$ cat config.mk
export PLATFORM = sky130hd
export DESIGN_NAME = ball_key_ctrl
export DESIGN_NICKNAME = d
export VERILOG_FILES = /design/src/rtl/ball_key_ctrl_pkg.sv /design/src/rtl/ps2_scan_decoder.sv /design/src/rtl/ball_key_ctrl.sv
export SDC_FILE = /design/constraint.sdc
export NUM_CORES = 1
export LEC_CHECK = 0
export BUFFER_PORTS_ARGS = -buffer_cell sky130_fd_sc_hd__clkbuf_2
export CAP_MARGIN = 20
export CORE_ASPECT_RATIO = 0.7
export CORE_MARGIN = 1
export CORE_UTILIZATION = 38
export DETAILED_ROUTE_END_ITERATION = 16
export PLACE_DENSITY = 0.62
export SLEW_MARGIN = 0
export SYNTH_ARGS = -nofsm -noshare
export SYNTH_HDL_FRONTEND = slang
export SYNTH_SLANG_ARGS = --single-unit
$ cat constraint.sdc
create_clock -name CLK -period 4.05 [get_ports CLK]
set_input_delay 0.2025 -clock CLK [delete_from_list [all_inputs] [get_ports CLK]]
set_output_delay 0.2025 -clock CLK [all_outputs]
set_load 0.01 [all_outputs]
$ cat src/rtl/ball_key_ctrl_pkg.sv
`default_nettype none
// ============================================================================
//  Module   : ball_key_ctrl_pkg
//  Purpose  : Shared scan-code constants, prefix-decoder state encoding and
//             screen-size defaults for the keyboard-driven ball controller.
//  Revision : 1.0 - initial release
// ============================================================================
package ball_key_ctrl_pkg;

   // PS/2 set-2 scan codes used by the controller
   localparam logic [7:0] c_code_ext   = 8'hE0;
   localparam logic [7:0] c_code_brk   = 8'hF0;
   localparam logic [7:0] c_code_up    = 8'h75;
   localparam logic [7:0] c_code_down  = 8'h72;
   localparam logic [7:0] c_code_left  = 8'h6B;
   localparam logic [7:0] c_code_right = 8'h74;
   localparam logic [7:0] c_code_c     = 8'h21;

   // Screen-size defaults
   localparam int c_scr_w_def = 640;
   localparam int c_scr_h_def = 480;

   // Prefix decoder states
   typedef enum logic [1:0] {
      ST_IDLE    = 2'd0,
      ST_EXT     = 2'd1,
      ST_BRK     = 2'd2,
      ST_EXT_BRK = 2'd3
   } scan_state_t;

   // Maps an extended arrow-key code onto its {up,down,left,right} flag
   function automatic logic [3:0] arrow_mask(input logic [7:0] code);
      logic [3:0] mask;
      mask = 4'b0000;
      case (code)
         c_code_up:    mask = 4'b1000;
         c_code_down:  mask = 4'b0100;
         c_code_left:  mask = 4'b0010;
         c_code_right: mask = 4'b0001;
         default:      mask = 4'b0000;
      endcase
      return mask;
   endfunction

endpackage
`default_nettype wire

$ cat src/rtl/ps2_scan_decoder.sv
`default_nettype none
// ============================================================================
//  Module   : ps2_scan_decoder
//  Purpose  : Tracks the E0/F0 prefix sequence of PS/2 scan codes, keeps the
//             arrow-key held flags and flags make/break of the 'C' key.
//  Revision : 1.0 - initial release
// ============================================================================
module ps2_scan_decoder
   import ball_key_ctrl_pkg::*;
(
   input  logic       clk,
   input  logic       rst,
   input  logic [7:0] i_code,
   input  logic       i_code_valid,
   output logic [3:0] o_held,
   output logic       o_c_make,
   output logic       o_c_break
);

   scan_state_t state_q, state_d;
   logic [3:0]  held_q, held_d;

   // Prefix state and held flags; a reset mid-sequence discards the prefix
   always_ff @(posedge clk or posedge rst) begin
      if (rst) begin
         state_q <= ST_IDLE;
         held_q  <= 4'b0000;
      end else begin
         state_q <= state_d;
         held_q  <= held_d;
      end
   end

   // Next state, arrow-flag updates and 'C' make/break strobes
   always_comb begin
      state_d   = state_q;
      held_d    = held_q;
      o_c_make  = 1'b0;
      o_c_break = 1'b0;
      if (i_code_valid) begin
         case (state_q)
            ST_IDLE: begin
               if (i_code == c_code_ext) begin
                  state_d = ST_EXT;
               end else if (i_code == c_code_brk) begin
                  state_d = ST_BRK;
               end else begin
                  state_d  = ST_IDLE;
                  o_c_make = (i_code == c_code_c);
               end
            end
            ST_EXT: begin
               if (i_code == c_code_brk) begin
                  state_d = ST_EXT_BRK;
               end else if (i_code == c_code_ext) begin
                  state_d = ST_EXT;
               end else begin
                  state_d = ST_IDLE;
                  held_d  = held_q | arrow_mask(i_code);
               end
            end
            ST_BRK: begin
               state_d   = ST_IDLE;
               o_c_break = (i_code == c_code_c);
            end
            ST_EXT_BRK: begin
               state_d = ST_IDLE;
               held_d  = held_q & ~arrow_mask(i_code);
            end
            default: state_d = ST_IDLE;
         endcase
      end
   end

   assign o_held = held_q;

endmodule
`default_nettype wire

$ cat src/rtl/ball_key_ctrl.sv
`default_nettype none
// ============================================================================
//  Module   : ball_key_ctrl
//  Purpose  : Moves a ball on screen from PS/2 arrow keys, clamping it inside
//             a radius-dependent border, and cycles its colour with 'C'.
//  Revision : 1.0 - initial release
// ============================================================================
module ball_key_ctrl
   import ball_key_ctrl_pkg::*;
#(
   parameter int SCR_W    = c_scr_w_def,
   parameter int SCR_H    = c_scr_h_def,
   parameter int STEP     = 4,
   parameter int RAD_UNIT = 8
) (
   input  logic        CLK,
   input  logic        reset,
   input  logic [7:0]  code,
   input  logic        code_valid,
   input  logic        move_tick,
   input  logic [2:0]  radius,
   output logic [1:0]  color,
   output logic [10:0] ball_x,
   output logic [10:0] ball_y,
   output logic [3:0]  held
);

   logic [3:0]  held_w;
   logic        c_make;
   logic        c_break;

   logic [1:0]  color_q, color_d;
   logic        c_held_q, c_held_d;
   logic [10:0] ball_x_q, ball_x_d;
   logic [10:0] ball_y_q, ball_y_d;

   logic [10:0]        rpix;
   logic signed [11:0] step_s, lo_s, x_hi_s, y_hi_s;
   logic signed [11:0] dx_s, dy_s, x_mov_s, y_mov_s, x_clamp_s, y_clamp_s;

   ps2_scan_decoder u_decoder (
      .clk          (CLK),
      .rst          (reset),
      .i_code       (code),
      .i_code_valid (code_valid),
      .o_held       (held_w),
      .o_c_make     (c_make),
      .o_c_break    (c_break)
   );

   // Colour, C-held latch and ball position registers
   always_ff @(posedge CLK or posedge reset) begin
      if (reset) begin
         color_q  <= 2'd0;
         c_held_q <= 1'b0;
         ball_x_q <= 11'(SCR_W / 2);
         ball_y_q <= 11'(SCR_H / 2);
      end else begin
         color_q  <= color_d;
         c_held_q <= c_held_d;
         ball_x_q <= ball_x_d;
         ball_y_q <= ball_y_d;
      end
   end

   // Colour steps only on the first make of 'C'; typematic repeats are ignored
   always_comb begin
      color_d  = color_q;
      c_held_d = c_held_q;
      if (c_make && !c_held_q) begin
         color_d  = color_q + 2'd1;
         c_held_d = 1'b1;
      end
      if (c_break) begin
         c_held_d = 1'b0;
      end
   end

   // Motion plus clamp; signed 12-bit math keeps X-STEP from wrapping below 0
   always_comb begin
      rpix   = (11'(radius) + 11'd1) * 11'(RAD_UNIT);
      step_s = 12'(STEP);
      lo_s   = signed'({1'b0, rpix});
      x_hi_s = 12'(SCR_W - 1) - lo_s;
      y_hi_s = 12'(SCR_H - 1) - lo_s;

      // held is {up,down,left,right}; opposite keys together cancel
      case ({held_w[0], held_w[1]})
         2'b10:   dx_s = step_s;
         2'b01:   dx_s = -step_s;
         default: dx_s = 12'sd0;
      endcase
      case ({held_w[2], held_w[3]})
         2'b10:   dy_s = step_s;
         2'b01:   dy_s = -step_s;
         default: dy_s = 12'sd0;
      endcase

      x_mov_s = signed'({1'b0, ball_x_q}) + dx_s;
      y_mov_s = signed'({1'b0, ball_y_q}) + dy_s;

      if (x_mov_s < lo_s)        x_clamp_s = lo_s;
      else if (x_mov_s > x_hi_s) x_clamp_s = x_hi_s;
      else                       x_clamp_s = x_mov_s;

      if (y_mov_s < lo_s)        y_clamp_s = lo_s;
      else if (y_mov_s > y_hi_s) y_clamp_s = y_hi_s;
      else                       y_clamp_s = y_mov_s;

      // Clamp is applied on every tick so a radius increase pulls the ball in
      ball_x_d = move_tick ? x_clamp_s[10:0] : ball_x_q;
      ball_y_d = move_tick ? y_clamp_s[10:0] : ball_y_q;
   end

   assign color  = color_q;
   assign ball_x = ball_x_q;
   assign ball_y = ball_y_q;
   assign held   = held_w;

endmodule
`default_nettype wire

# After elaboration in Yosys (flattened, before gate mapping)
# Index checks and enable logic that the tools add are counted.
# op_classes
order_cmp,4
mux,29
shift,0
addsub,6
bitwise_logic,3
reduce_logical,7
n_mul,0
n_div,0
eq_ne,16
# ops
op,count
one-hot mux 12 bit (2 select lines),2
two-way mux 11 bit,4
equality test 8 x 7 -> 1 bit (second input constant),4
two-way mux 4 bit,8
adder 12 bit,2
< comparator 12 x 8 -> 1 bit,2
equality test 8 bit (second input constant),2
one-hot mux 4 bit (4 select lines),1
> comparator 12 x 10 -> 1 bit,1
> comparator 12 x 11 -> 1 bit,1
subtractor 10 x 7 -> 11 bit (first input constant),1
subtractor 9 x 7 -> 10 bit (first input constant),1
two-way mux 1 bit,9
equality test 2 bit (second input constant),4
equality test 8 x 6 -> 1 bit (second input constant),1
one-hot mux 4 bit (2 select lines),1
equality test 2 x 1 -> 1 bit (second input constant),3
two-way mux 2 bit,3
one-hot mux 2 bit (3 select lines),1
adder 3 x 1 -> 4 bit (second input constant),1
AND 4 bit,1
inequality test 2 bit (second input constant),2
inverter 4 bit,1
bitwise OR 4 bit,1
other kinds (7),8
# totals
romBits,0
output_inout_bits,28
inputBits,15
regBits,31
elab_cells,71
n_memories,0
mem_bits_rw,0
latch_bits,0

# Longest topological paths before layout
# Gate-level depths: netlist of the first run.
# logic_depth
word_depth,10
mapped_depth,19
mapped_depth_nobuf,17

# Modules after synthesis
# A second synthesis of the first run with hierarchy kept.
# hier_totals
cells_unflattened,363
area_unflattened_um2,3158.0
# modules_own_cells
mod,seq_area_each_um2,area_per_inst_um2,cells_each,instances
ball_key_ctrl,583.1,2805.2,327,1
ps2_scan_decoder,150.1,352.8,36,1

# Least setup slack after synthesis of the first run
# Ideal clock, no wire load.
# synth_timing
path_type,reg-to-reg
start,register (tool-made name)
end,register ball_x_q[5] (netlist: ball_x[5])
synth_period_minus_slack_ns,3.867
t_required_ns,3.973
arrival_ns,3.790
path_slack_ns,0.183
setup_time_ns,0.077
path_buffers,3
path_stages_with_launch,19
cell_sequence,dfrtp_1 -> inv_1 -> ha_1 -> buf_4 -> buf_2 -> xor2_1 -> ha_1 -> or3_4 -> a21oi_4 -> nor2_1 -> xnor2_1 -> ha_1 -> nor2_1 -> a41oi_1 -> or2_1 -> o22a_1 -> buf_4 -> o32a_1 -> o21ai_1
# synth_lines
item,line_no,text
"end signal, assigned",ball_key_ctrl.sv:56,ball_x_q <= 11'(SCR_W / 2);
"end signal, assigned",ball_key_ctrl.sv:61,ball_x_q <= ball_x_d;
"end, declared",ball_key_ctrl.sv:34,"logic [10:0] ball_x_q, ball_x_d;"

==> results of run 1 <==
-- layer usage --
metal	vias to the layer above	part of all wire, %	global-route usage (%)
li1	1529	-	-
met1	1555	50	32.4
met2	120	41	31.1
met3	10	7.6	4.89
met4	0	1.1	4.27
met5	-	0	0
-- cell usage in the layout, fill, tap and decap left out, drive strengths merged, types with 4 or more instances in the layout --
cell	n
a211oi	9
a21o	4
a21oi	21
a32o	6
a41oi	6
buf	13
clkbuf	47
dfrtp	23
dfstp	6
ha	26
inv	25
mux2i	5
nand2	31
nand3	8
nand3b	7
nand4	5
nand4b	5
nor2	20
nor2b	6
nor3	14
nor4	8
o21a	4
o21ai	27
o22ai	4
o31ai	7
or3	6
xnor2	12
xor2	9
-- cells by family (layout without fill, tap and decap cells) --
group	count (synthesis)	count (layout)
simple gates	129	129
compound gates	124	124
buf+inv	49	88
flops	29	29
fa+ha+maj	26	26
xor+xnor	21	21
mux	8	8
-- repair_timing --
item,in CTS,in global routing
gates resized for setup,0,6
hold endpoints to repair,0,0
setup endpoints to repair,0,13
setup buffers,0,0
-- stage by stage --
stage               utilization (%)  setup WS (ns)  power [mW]  area (um2)
detailed placement             44.0          0.184        1.92        3540
finish                         46.6          0.212        2.46        3750
global placement               44.0          0.213        1.88        3540
CTS                            46.4          0.161        2.43        3730
floorplan                         -          0.183        1.52        3230
global route                   46.6         0.0230        2.63        3750
-- report_power, final --
part / switching [mW] / internal (mW) / leakage [nW]
Combinational: 0.759 / 0.602 / 1.18
Sequential: 0.215 / 0.393 / 0.358
Clock: 0.143 / 0.351 / 0.0938
-- path summary, 6_finish.rpt --
path	to
worst min register to register	c_held_q
min in group CLK	u_decoder.state_q[1]
max in group asynchronous	ball_y[7]
worst max register to register	ball_y[5]
worst max-delay path	ball_y[5]
worst min-delay path	color[1]
-- synthesized netlist by cell type (all sizes together) (3+ instances only) --
cell    number  share of area (%)
nand2       31                3.6
o21ai       27                4.2
ha          26                 10
inv         25                2.9
dfrtp       23                 18
a21oi       21                3.8
nor2        20                2.3
buf         17                3.1
nor3        14                2.2
xnor2       12                3.7
a211oi       9                2.5
xor2         9                2.4
nand3        8                1.2
nor4         8                1.9
clkbuf       7               0.81
nand3b       7                1.6
o31ai        7                1.9
a32o         6                1.9
a41oi        6                1.6
dfstp        6                4.9
nor2b        6                1.2
or3          6                1.3
mux2i        5                1.5
nand4        5                1.2
nand4b       5                1.4
a21o         4               0.93
o21a         4               0.93
o22ai        4               0.97
a21boi       3               0.70
and2         3               0.58
mux2         3                1.0
o21bai       3               0.70
o31a         3               0.81
-- worst reg2reg max path: stages, from the launching register on --
cell and delay, ns:
dfrtp_1 0.41, ha_1 0.29, inv_1 0.04, ha_1 0.23, ha_1 0.26, nand4bb_1 0.12, nand4_1 0.15, xnor2_1 0.19
ha_1 0.31, nand2_1 0.08, or4_1 0.51, nand3_1 0.11, mux2_2 0.17, a21oi_1 0.09, a21oi_2 0.29, a211oi_1 0.14
a311o_1 0.37
-- area by class of cell --
cell class / count / area (um2) / share of cell area, %
sequential: 29 / 733 / 19.6
clock buffer: 5 / 125 / 3.34
clock inverter: 3 / 65.1 / 1.74
timing repair buffer: 55 / 308 / 8.21
multi-input combinational: 308 / 2300 / 61.3
tap: 101 / 126 / 3.37
inverter: 25 / 93.8 / 2.50
==> results.json, run 1 <==
{
  "status": "complete, but fails checks",
  "violations": "DRC, hold timing",
  "vias_per_cell": 6.11,
  "hold_viol_final": 20,
  "grt_pass1_vias": 2945,
  "crit_arrival_ns": 4.04,
  "muxShareOfSynthArea_pct": 2.59,
  "start_kind": "register",
  "ys.flop_type": "dfrtp_1",
  "track_usage_pct": 21.6,
  "route.detailed.drc": 4,
  "port_buffers": 42,
  "hold-worst-slack_ns": -0.00920,
  "worstMarginPinSlew_ns": 0.766,
  "dr.pass1.iters": 10,
  "antenna_found_initial": 0,
  "peakVddDrop_uv": 190,
  "final_layout_size_suffix_gt1_share_pct": 22.8,
  "path_buf_inv": 1,
  "fillers": 794,
  "cts_tree": "done",
  "rows": 27,
  "netlist_instances": 386,
  "min-delay-path-class": "in -> async",
  "clockBufferDepth": 2,
  "synth_top_family_by_area": "compound AO/OA/AOI/OAI gates",
  "cts_sinks": 29,
  "r2r_cells": 16,
  "worstPathRequired_ns": 4.25,
  "fmax_ghz": 0.261,
  "cts_hold_buffers": 0,
  "fin_crit_ns": 3.84,
  "crit_fanout": 7,
  "initial_core_util_pct": 40.2,
  "ant_nets": 0,
  "fp.dieH_um": 79.1,
  "cpPeakStageDelay_ns": 0.51,
  "reg2reg_slack_ns": 0.21,
  "syn_area_per_cell_um2": 8.37,
  "area_growth_pct": 16.0,
  "die_x_um": 112,
  "period_share_pct": 94.8,
  "ctsRootBufferMaster": "clkbuf_16",
  "syn-num-nets": 427,
  "powerDensity_mw_per_mm2": 657,
  "num_antenna_cells": 0,
  "dieArea_mm2": 0.00888,
  "fin_skew_ns": 0.00914,
  "drt-wirelength-per-cell_um": 17.8,
  "nets": 465,
  "drv_cap": 0,
  "clkTransAtPathRegs_ns": 0.05,
  "cts_buffers": 5,
  "dp.cells": 518,
  "h-tree-depth": 2,
  "synth_compound_gate_area_share_pct": 28.7,
  "clk_latency_ns": 0.28,
  "gp_congestion": 0.886,
  "drt-total-wl_mm": 9.36,
  "setup.worst_path.class": "reg -> reg",
  "overflow": 0,
  "hpwl_mm": 6.98,
  "synth-simple-area-share_pct": 22.9,
  "endpoint_kind": "register",
  "initialDrtViolationCount": 258,
  "synth-seq-cells": 29,
  "io_pins": 43,
  "yosys_warnings": 0,
  "synth_cell_types": 80,
  "finalSetupViolations": 0,
  "cp_common_cell": "ha_1",
  "synth_seq_area_share_pct": 22.7,
  "finalNonFillerCells": 526,
  "path_cells": "ha_1 > inv_1 > ha_1 > ha_1 > nand4bb_1 > nand4_1 > xnor2_1 > ha_1 > nand2_1 > or4_1 > nand3_1 > mux2_2 > a21oi_1 > a21oi_2 > a211oi_1 > a311o_1",
  "grt_pass1_wl_mm": 15.3,
  "cp_num_cells": 16,
  "setup_tns_ns": 0,
  "maxSlewHeadroom_pct": 48.9,
  "synthAdderAreaFrac_pct": 10.1,
  "rsz0062_at_grt": "no",
  "synth-edff-count": 0,
  "yosys.area_share.xor_xnor_pct": 6.16,
  "core-area_mm2": 0.00804,
  "critPathSlowestCell": "or4_1",
  "vias": 3214,
  "crit_family": "adder cells",
  "drv_slew": 0,
  "leakagePower_nw": 1.63,
  "grt_max_degree": 30,
  "async_reset_ff_share_pct": 100,
  "synth_area_mm2": 0.00323
}
(Power assumes the default switching activity.)
==> run 2: changes to the inputs <==
- ABC_CLOCK_PERIOD_IN_PS: default -> 4050
- CELL_PAD_IN_SITES_DETAIL_PLACEMENT: default -> 0
- CELL_PAD_IN_SITES_GLOBAL_PLACEMENT: default -> 1
- PLACE_DENSITY: 0.62 -> 0.77
==> results.json, run 2 (same netlist as run 1, synthesis figures left out) <==
{
  "cts_sinks": 29,
  "drt-wirelength-per-cell_um": 16.9,
  "fin_skew_ns": 0.00784,
  "leakagePower_nw": 1.61,
  "crit_fanout": 7,
  "initial_core_util_pct": 40.2,
  "vias": 3171,
  "min_path_cells": 2,
  "die_x_um": 112,
  "worstMarginPinSlew_ns": 0.750,
  "regArea_um2": 733,
  "core-area_mm2": 0.00804,
  "fp.dieH_um": 79.1,
  "gp_congestion": 0.844,
  "port_buffers": 42,
  "cts_setup_buffers": 0,
  "peakVddDrop_uv": 203,
  "drt-total-wl_mm": 8.91,
  "path_buf_inv": 2,
  "clk_latency_ns": 0.27,
  "reg2reg_slack_ns": 0.28,
  "multi_input_area_mm2": 0.00230,
  "cpPeakStageDelay_ns": 0.49,
  "period_share_pct": 93.0,
  "dieArea_mm2": 0.00888,
  "fmax_ghz": 0.266,
  "critPathSlowestCell": "or4_1",
  "ant_nets": 0,
  "dr.pass1.iters": 11,
  "min-delay-path-class": "in -> reg",
  "start_kind": "register",
  "grt_max_degree": 30,
  "nets": 466,
  "path_cells": "ha_1 > inv_1 > ha_1 > ha_1 > nand4bb_1 > nand4_1 > xnor2_1 > buf_4 > ha_1 > nand2_1 > or4_1 > nand3b_1 > mux2_2 > a21oi_2 > a21oi_2 > a211oi_1 > a311o_1",
  "h-tree-depth": 2,
  "cp_common_cell": "ha_1",
  "clkTransAtPathRegs_ns": 0.05,
  "crit_end": "ball_y[5]",
  "final_area_mm2": 0.00371,
  "track_usage_pct": 20.9,
  "vias_per_cell": 6.02,
  "final_cell_mix": "42 x clkbuf_2, 31 x nand2_1, 26 x ha_1",
  "powerDensity_mw_per_mm2": 627,
  "cts_buffers": 5,
  "antenna_found_initial": 0,
  "crit_family": "adder cells",
  "postPlaceCellArea_mm2": 0.00354,
  "worstPathRequired_ns": 4.25,
  "clockBufferDepth": 2,
  "num_antenna_cells": 0,
  "initialDrtViolationCount": 319,
  "maxSlewHeadroom_pct": 49.9,
  "power.total_mw": 2.33,
  "area_growth_pct": 14.9,
  "grt_pass1_wl_mm": 14.9,
  "grt_pass1_vias": 2839,
  "cts_tree": "done",
  "final_common_cell": "clkbuf_2",
  "setup.worst_path.class": "reg -> reg",
  "ctsRootBufferMaster": "clkbuf_16",
  "violations": "DRC",
  "crit_arrival_ns": 3.96,
  "fillers": 800,
  "r2r_cells": 17,
  "status": "complete, but fails checks",
  "cp_num_cells": 17,
  "drv_slew": 0,
  "drv_cap": 0,
  "hold_viol_final": 0,
  "hpwl_mm": 6.74,
  "endpoint_kind": "register",
  "fin_crit_ns": 3.77,
  "final_layout_size_suffix_gt1_share_pct": 22.1,
  "route.detailed.drc": 1,
  "rsz0062_at_grt": "yes",
  "io_pins": 43,
  "rows": 27,
  "finalSetupViolations": 0,
  "reg2reg_to": "ball_y[5]",
  "overflow": 0
}
[run 2: power breakdown]
group          internal, mW  switching (mW)
clock network         0.245           0.129
logic                 0.608           0.735
registers             0.393           0.218
[run 2: through the flow]
step | setup TNS, ns | hold slack, ns | setup slack (ns) | utilization [%] | cells
finish | 0 | 0.194 | 0.284 | 46.2 | 527
global route | -0.0108 | 0.198 | -0.00717 | 46.2 | 527
CTS | 0 | 0.192 | 0.150 | 45.9 | 527
detailed placement | 0 | 0.293 | 0.166 | 44.0 | 518
global placement | 0 | 0.288 | 0.197 | 44.0 | 518
floorplan | 0 | 0.276 | 0.183 | - | 386
[run 2: worst min path at each step]
stage / startpoint / end / slack, ns
after detailed placement: reset / async pin / 0.29
after CTS: code_valid / u_decoder.state_q[1] / 0.19
final: code_valid / u_decoder.state_q[1] / 0.19
after floorplan: reset / async pin / 0.28
after global routing: code_valid / u_decoder.state_q[1] / 0.20
after global placement: reset / u_decoder.state_q[0] / 0.29
[run 2: cell type report]
| class | count | area share [%] |
|---|---|---|
| Multi-Input combinational cell | 308 | 61.8 |
| Sequential cell | 29 | 19.7 |
| Timing Repair Buffer | 56 | 8.56 |
| Clock buffer | 8 | 3.94 |
| Tap cell | 101 | 3.40 |
| Inverter | 25 | 2.53 |
[run 2: repair_timing]
| item | 4_1_cts | 5_1_grt |
|---|---|---|
| gates resized for setup | 0 | 5 |
| endpoints found under the hold margin | 3 | 0 |
| setup endpoints to repair | 0 | 13 |
| hold buffers | 1 | 0 |
[run 2: layer usage]
| layer | routed length, um | GRT usage [%] |
|---|---|---|
| met5 | 0 | 0 |
| met4 | 36 | 2.93 |
| met3 | 652 | 3.89 |
| met2 | 3560 | 28.0 |
| met1 | 4660 | 33.9 |
